===== src/rtl/mem_port_arbiter.sv =====
// Round-robin arbiter sharing one block memory port among NUM_PORTS cache clients.
// Uncontended access takes memory latency + 3 cycles; clients stall on c_busywait until their RESP cycle.
module mem_port_arbiter #(
  parameter int NUM_PORTS = 2,
  parameter int ADDR_W    = 6,
  parameter int DATA_W    = 32
) (
  input  logic                          CLK,
  input  logic                          RESET,
  input  logic [NUM_PORTS-1:0]          c_read,
  input  logic [NUM_PORTS-1:0]          c_write,
  input  logic [NUM_PORTS*ADDR_W-1:0]   c_address,
  input  logic [NUM_PORTS*DATA_W-1:0]   c_writedata,
  output logic [DATA_W-1:0]             c_readdata,
  output logic [NUM_PORTS-1:0]          c_busywait,
  output logic                          any_busy,
  output logic                          m_read,
  output logic                          m_write,
  output logic [ADDR_W-1:0]             m_address,
  output logic [DATA_W-1:0]             m_writedata,
  input  logic [DATA_W-1:0]             m_readdata,
  input  logic                          m_busywait
);

  localparam int PTR_W = (NUM_PORTS > 1) ? $clog2(NUM_PORTS) : 1;

  typedef enum logic [1:0] {IDLE, ISSUE, WAIT, RESP} state_t;

  state_t               state, state_nxt;
  logic [PTR_W-1:0]     grant, rr_ptr, sel_idx, cand;
  logic                 sel_vld, take, done;
  logic [NUM_PORTS-1:0] req, resp_mask, req_elig;

  assign req = c_read | c_write;

  // The port being answered is masked in RESP so its still-high request is not re-granted.
  assign resp_mask  = (state == RESP) ? (NUM_PORTS'(1) << grant) : '0;
  assign req_elig   = req & ~resp_mask;
  assign c_busywait = req_elig;
  assign any_busy   = |c_busywait;

  // Search from rr_ptr+1 upwards; scanning downwards lets the nearest requester win.
  always_comb begin
    sel_vld = 1'b0;
    sel_idx = '0;
    cand    = '0;
    for (int k = NUM_PORTS; k >= 1; k--) begin
      cand = PTR_W'((int'(rr_ptr) + k) % NUM_PORTS);
      if (req_elig[cand]) begin
        sel_vld = 1'b1;
        sel_idx = cand;
      end
    end
  end

  always_comb begin
    state_nxt = state;
    take      = 1'b0;
    done      = 1'b0;
    case (state)
      IDLE: begin
        if (sel_vld) begin
          state_nxt = ISSUE;
          take      = 1'b1;
        end
      end
      ISSUE: state_nxt = WAIT;
      WAIT: begin
        if (!m_busywait) begin
          state_nxt = RESP;
          done      = 1'b1;
        end
      end
      RESP: begin
        if (sel_vld) begin
          state_nxt = ISSUE;
          take      = 1'b1;
        end else begin
          state_nxt = IDLE;
        end
      end
      default: state_nxt = IDLE;
    endcase
  end

  always_ff @(posedge CLK) begin
    if (RESET) state <= IDLE;
    else       state <= state_nxt;
  end

  always_ff @(posedge CLK) begin
    if (RESET) begin
      grant       <= '0;
      rr_ptr      <= PTR_W'(NUM_PORTS - 1);
      m_read      <= 1'b0;
      m_write     <= 1'b0;
      m_address   <= '0;
      m_writedata <= '0;
      c_readdata  <= '0;
    end else begin
      if (take) begin
        grant       <= sel_idx;
        m_read      <= ~c_write[sel_idx];
        m_write     <= c_write[sel_idx];
        m_address   <= c_address[int'(sel_idx)*ADDR_W +: ADDR_W];
        m_writedata <= c_writedata[int'(sel_idx)*DATA_W +: DATA_W];
      end
      if (done) begin
        m_read  <= 1'b0;
        m_write <= 1'b0;
        rr_ptr  <= grant;
        if (!m_write) c_readdata <= m_readdata;
      end
    end
  end

endmodule


===== config.mk =====
export PLATFORM = sky130hd
export DESIGN_NAME = mem_port_arbiter
export DESIGN_NICKNAME = d
export VERILOG_FILES = /design/src/rtl/mem_port_arbiter.sv
export SDC_FILE = /design/constraint.sdc
export NUM_CORES = 1
export LEC_CHECK = 0
export CAP_MARGIN = 15
export CORE_AREA = 2 2 103 105
export CTS_CLUSTER_SIZE = 12
export DETAILED_ROUTE_END_ITERATION = 10
export DIE_AREA = 0 0 105 107
export HOLD_SLACK_MARGIN = 0.1
export PLACE_DENSITY = 0.84
export SYNTH_ARGS = -nofsm -noshare
export SYNTH_HDL_FRONTEND = slang
export SYNTH_SLANG_ARGS = --single-unit
export TNS_END_PERCENT = 30

===== constraint.sdc =====
create_clock -name CLK -period 1.5 [get_ports CLK]
set_input_delay 0.15 -clock CLK [delete_from_list [all_inputs] [get_ports CLK]]
set_output_delay 0.15 -clock CLK [all_outputs]
set_load 0.005 [all_outputs]

==> results.md <==
- Result of the run: finished with violations
- Violated checks: negative setup slack
- Detail-routed via count per cell: approximately 5
- Die extent in x: between 100 and 150 µm
- Power density cells: around 1600 mW/mm²
- Commonest cells in the netlist: 76 x sky130_fd_sc_hd__dfxtp_1, 75 x sky130_fd_sc_hd__a21oi_1, 68 x sky130_fd_sc_hd__nand2_1
- Drt first-iter violations: 125
- Combinational share of power: 0.549
- Highest fanout seen on the critical path: 7
- Placement Setup Slack: -0.5554 ns
- Fraction of post-synthesis cell area in the top cell type by area: 0.4366
- Number of buffers added on ports: roughly 190
- Floorplan Core Area: 0.01009 mm²
- Clock latency on the worst-skew pair: roughly 0.35 ns
- Global route overflow: 0
- Antenna diodes: 0
- Net switching share of the total power: 0.3495
- Proportion of layout cells with a drive suffix above 1: 0.2397
- Count of endpoints failing setup in the final report: 75
- Post-synthesis share of cell area spent on xor and xnor gates: 0
- Starting density of the core: 0.3453
- Drt total wl: between 10000 and 15000 µm
- Slowest stage delay, CP: ~0.34 ns
- Worst path required time: ~1.7 ns
- Syn_nets: 486
- Top_reg_cell synth: sky130_fd_sc_hd__dfxtp_1
- Number of placed I/O pins: 190
- Initial antenna violation count: 0
- Biggest area contributors in the synthesized netlist: sky130_fd_sc_hd__dfxtp_1 44%, sky130_fd_sc_hd__a211oi_2 14%, sky130_fd_sc_hd__mux2i_1 11%
- Most used standard cell by instance count after synthesis: sky130_fd_sc_hd__dfxtp_1
- Post-synthesis cell area: between 0.003 and 0.004 mm²
- Simple-gate portion of the synthesized area: 0.1048
- Deepest level of the CTS H-tree: 3
- Number of enable flip-flop cells after synthesis: 0
- Crit path kind: flop to flop
- # hold bufs at CTS: 0
- Switching power total: 3.509 mW
- TritonCTS clock tree: built
- Final period demand of the worst path: ~1.7 ns
- Final RePlAce weighted congestion: 0.7735
- Slew margin rel.: 0.7761
- Internal Pwr Total: around 6.5 mW
- Post-DP HPWL: 7903 µm
- Number of different library cells in the post-synthesis netlist: 34
- Worst setup margin: -0.1942 ns
- Number of buffers inserted during clock tree synthesis: 9
- Detail Route Antenna Nets: 0
- Clock root buffer: sky130_fd_sc_hd__clkbuf_8
- Most common cell type on the critical path: sky130_fd_sc_hd__buf_12
- Number of global-route vias before repair: around 3.6k
- Highest Clock Rate: between 500 and 600 MHz
- Slowest cell on the critical path: sky130_fd_sc_hd__dfxtp_2
- Count of standard-cell rows: 37
- Launching element type of the critical path: flop
- Setup repair after global routing missed its margin: yes
- Data arrival time of the critical path: approximately 1.9 ns
- DRC violation count after routing: 0
- Worst-Margin Slew: between 0.3 and 0.4 ns
- Tightest hold margin: approximately 0.2 ns
- VDD IR max: roughly 0.76 mV
- Cell count after synthesis: roughly 370
- Max-capacitance violation count: 0
- Share of the clock period used by the worst path: 1.129
- Fin. Hold Viols: 0
- Global-route wire length before repair: around 18000 µm
- Static leakage power: roughly 2.4 nW
- Async S/R FF share, synth: 0
- Avg Synthesized Cell Area: 9.495 µm²
- Die height: around 110 µm
- Overall track demand over capacity in global routing: 0.2010
- Number of inserted filler cells in the final layout: between 800 and 900
- Sequential Power Share: 0.289
- Area of the die: 0.01124 mm²
- Largest family of logic cells by synthesized area: compound AO/OA/AOI/OAI gates
- Ys Warns: 0
- Portion of netlist area occupied by mux cells: 0.1149
- Clock Tree Buf Depth: 2
- Reg clk slew, reported paths: ~0.090 ns
- Pin count of the biggest net entering global routing: 55
- TritonCTS sink count: 76
- Share of the yosys chip area belonging to registers: 0.4366
- Number of nets in the final layout: 698
- Area growth, synth to finish: 83.70%
- Clock network power share: 0.162
- Area share of fa/ha/maj cells after synthesis: 0.01436
- Vias after detailed routing: 3597
- Slew Limit Fails: 0
- Per-cell routed wire length: roughly 17 µm
- Clock Skews: about 0.009 ns
- Worst-path cell chain: ha_4 > nand2b_4 > o221ai_4 > buf_12 > buf_12 > mux2i_1 > a211oi_2
- Number of synthesized register bits: 76
- First-pass iteration count of the detailed router: 6
- Leading area contributor after synthesis: sky130_fd_sc_hd__dfxtp_1
- Classification of the worst-slack hold path: input port to flop
- CP Capture Type: flop
- Compound-Gate Fraction of Synth Area: 0.2750
## sequential cells by signal, summed over array words and instances (netlist names)
| name | flops |
|---|---|
| c_readdata | 32 |
| m_writedata | 32 |
| m_address | 6 |
| state | 2 |
| grant | 1 |
| m_read | 1 |
| m_write | 1 |
| rr_ptr | 1 |
## cells by family (layout without fill, tap and decap cells)
| logic type | Yosys count | after routing |
|---|---|---|
| AND/OR/NAND/NOR | 86 | 86 |
| flip-flops | 76 | 76 |
| AO/OA/AOI/OAI | 125 | 125 |
| multiplexers | 40 | 40 |
| buffers and inverters | 36 | 253 |
| adder cells (fa/ha/maj) | 4 | 4 |
## final cells by class
class	count	area, µm²	share of cell area
clock buffer	11	141.4	0.02209
clock inverter	5	61.31	0.009578
inverter	4	20.02	0.003127
multi-input combinational	255	2001	0.3125
sequential	76	1526	0.2385
tap	136	170.2	0.02658
timing repair buffer	233	2481	0.3876
## worst max-delay path: cells and delay by family (launching register included)
kind | cells | cell delay (ns)
AND/OR/NAND/NOR | 1 | 0.15
flip-flops | 1 | 0.34
multiplexers | 1 | 0.24
AO/OA/AOI/OAI | 2 | 0.35
adder cells (fa/ha/maj) | 1 | 0.17
buffers and inverters | 2 | 0.32
## metrics by stage
stage | utilization | TNS, ns | area (µm²) | instances | total power, mW
4_1_cts | 0.6058 | -8.780 | 6113 | 713 | 9.798
2_1_floorplan | - | -0.9488 | 3522 | 367 | 5.438
5_1_grt | 0.6343 | -13.87 | 6401 | 720 | 10.61
6_report | 0.6343 | -8.279 | 6401 | 720 | 10.04
3_5_place_dp | 0.5631 | -18.35 | 5683 | 684 | 7.400
3_3_place_gp | 0.5631 | -14.36 | 5683 | 684 | 7.199
## power by group through the flow
stage / clock network [mW] / registers [mW] / logic, mW
2_1_floorplan: 0 / 2.95 / 2.49
3_3_place_gp: 0 / 2.90 / 4.30
3_5_place_dp: 0 / 2.93 / 4.47
4_1_cts: 1.67 / 2.89 / 5.24
5_1_grt: 1.77 / 2.97 / 5.87
6_report: 1.62 / 2.90 / 5.52
## path summary, 6_finish.rpt
path | from | end | slack, ns | cells after the start
worst max register to register | state[0]$_SDFFE_PP0P_ | m_address[3]$_SDFFE_PP0P_ | -0.19 | 7
worst max-delay path | state[0]$_SDFFE_PP0P_ | m_address[3]$_SDFFE_PP0P_ | -0.19 | 7
worst min register to register | c_readdata[20]$_SDFFE_PP0P_ | c_readdata[20]$_SDFFE_PP0P_ | 0.46 | 2
worst min-delay path | RESET | m_writedata[21]$_SDFFE_PP0P_ | 0.20 | 2
## cell usage in the layout (no fill, tap or decap), types with 3 or more instances in the layout
cell                              count
sky130_fd_sc_hd__inv_1                3
sky130_fd_sc_hd__ha_4                 3
sky130_fd_sc_hd__mux2i_4              7
sky130_fd_sc_hd__a21oi_2              3
sky130_fd_sc_hd__nor2_1               4
sky130_fd_sc_hd__clkinvlp_4           3
sky130_fd_sc_hd__a211oi_2            40
sky130_fd_sc_hd__buf_12              10
sky130_fd_sc_hd__a21oi_1             72
sky130_fd_sc_hd__clkbuf_8            10
sky130_fd_sc_hd__buf_6                9
sky130_fd_sc_hd__nand2_1             67
sky130_fd_sc_hd__buf_2                3
sky130_fd_sc_hd__clkdlybuf4s50_1    185
sky130_fd_sc_hd__dfxtp_2              4
sky130_fd_sc_hd__mux2i_1             27
sky130_fd_sc_hd__dfxtp_1             72
sky130_fd_sc_hd__buf_4               19
sky130_fd_sc_hd__mux2i_2              6
sky130_fd_sc_hd__clkbuf_16            4
## per-layer routing
metal | wire, µm | vias to the layer above | global-route usage
met1 | 4820 | 1710 | 0.2268
met4 | 161 | 0 | 0.06952
met2 | 6239 | 149 | 0.3525
met3 | 1006 | 14 | 0.06991
met5 | 0 | - | 0
li1 | - | 1724 | -
## timing repair
action / 4_1_cts / 5_1_grt
buffers inserted: 10 / 5
resized for setup: 30 / 46
setup endpoints to repair: 78 / 79
gates cloned: 3 / 6
pin swaps: 2 / 15
Power figures use the tool's default switching activity.
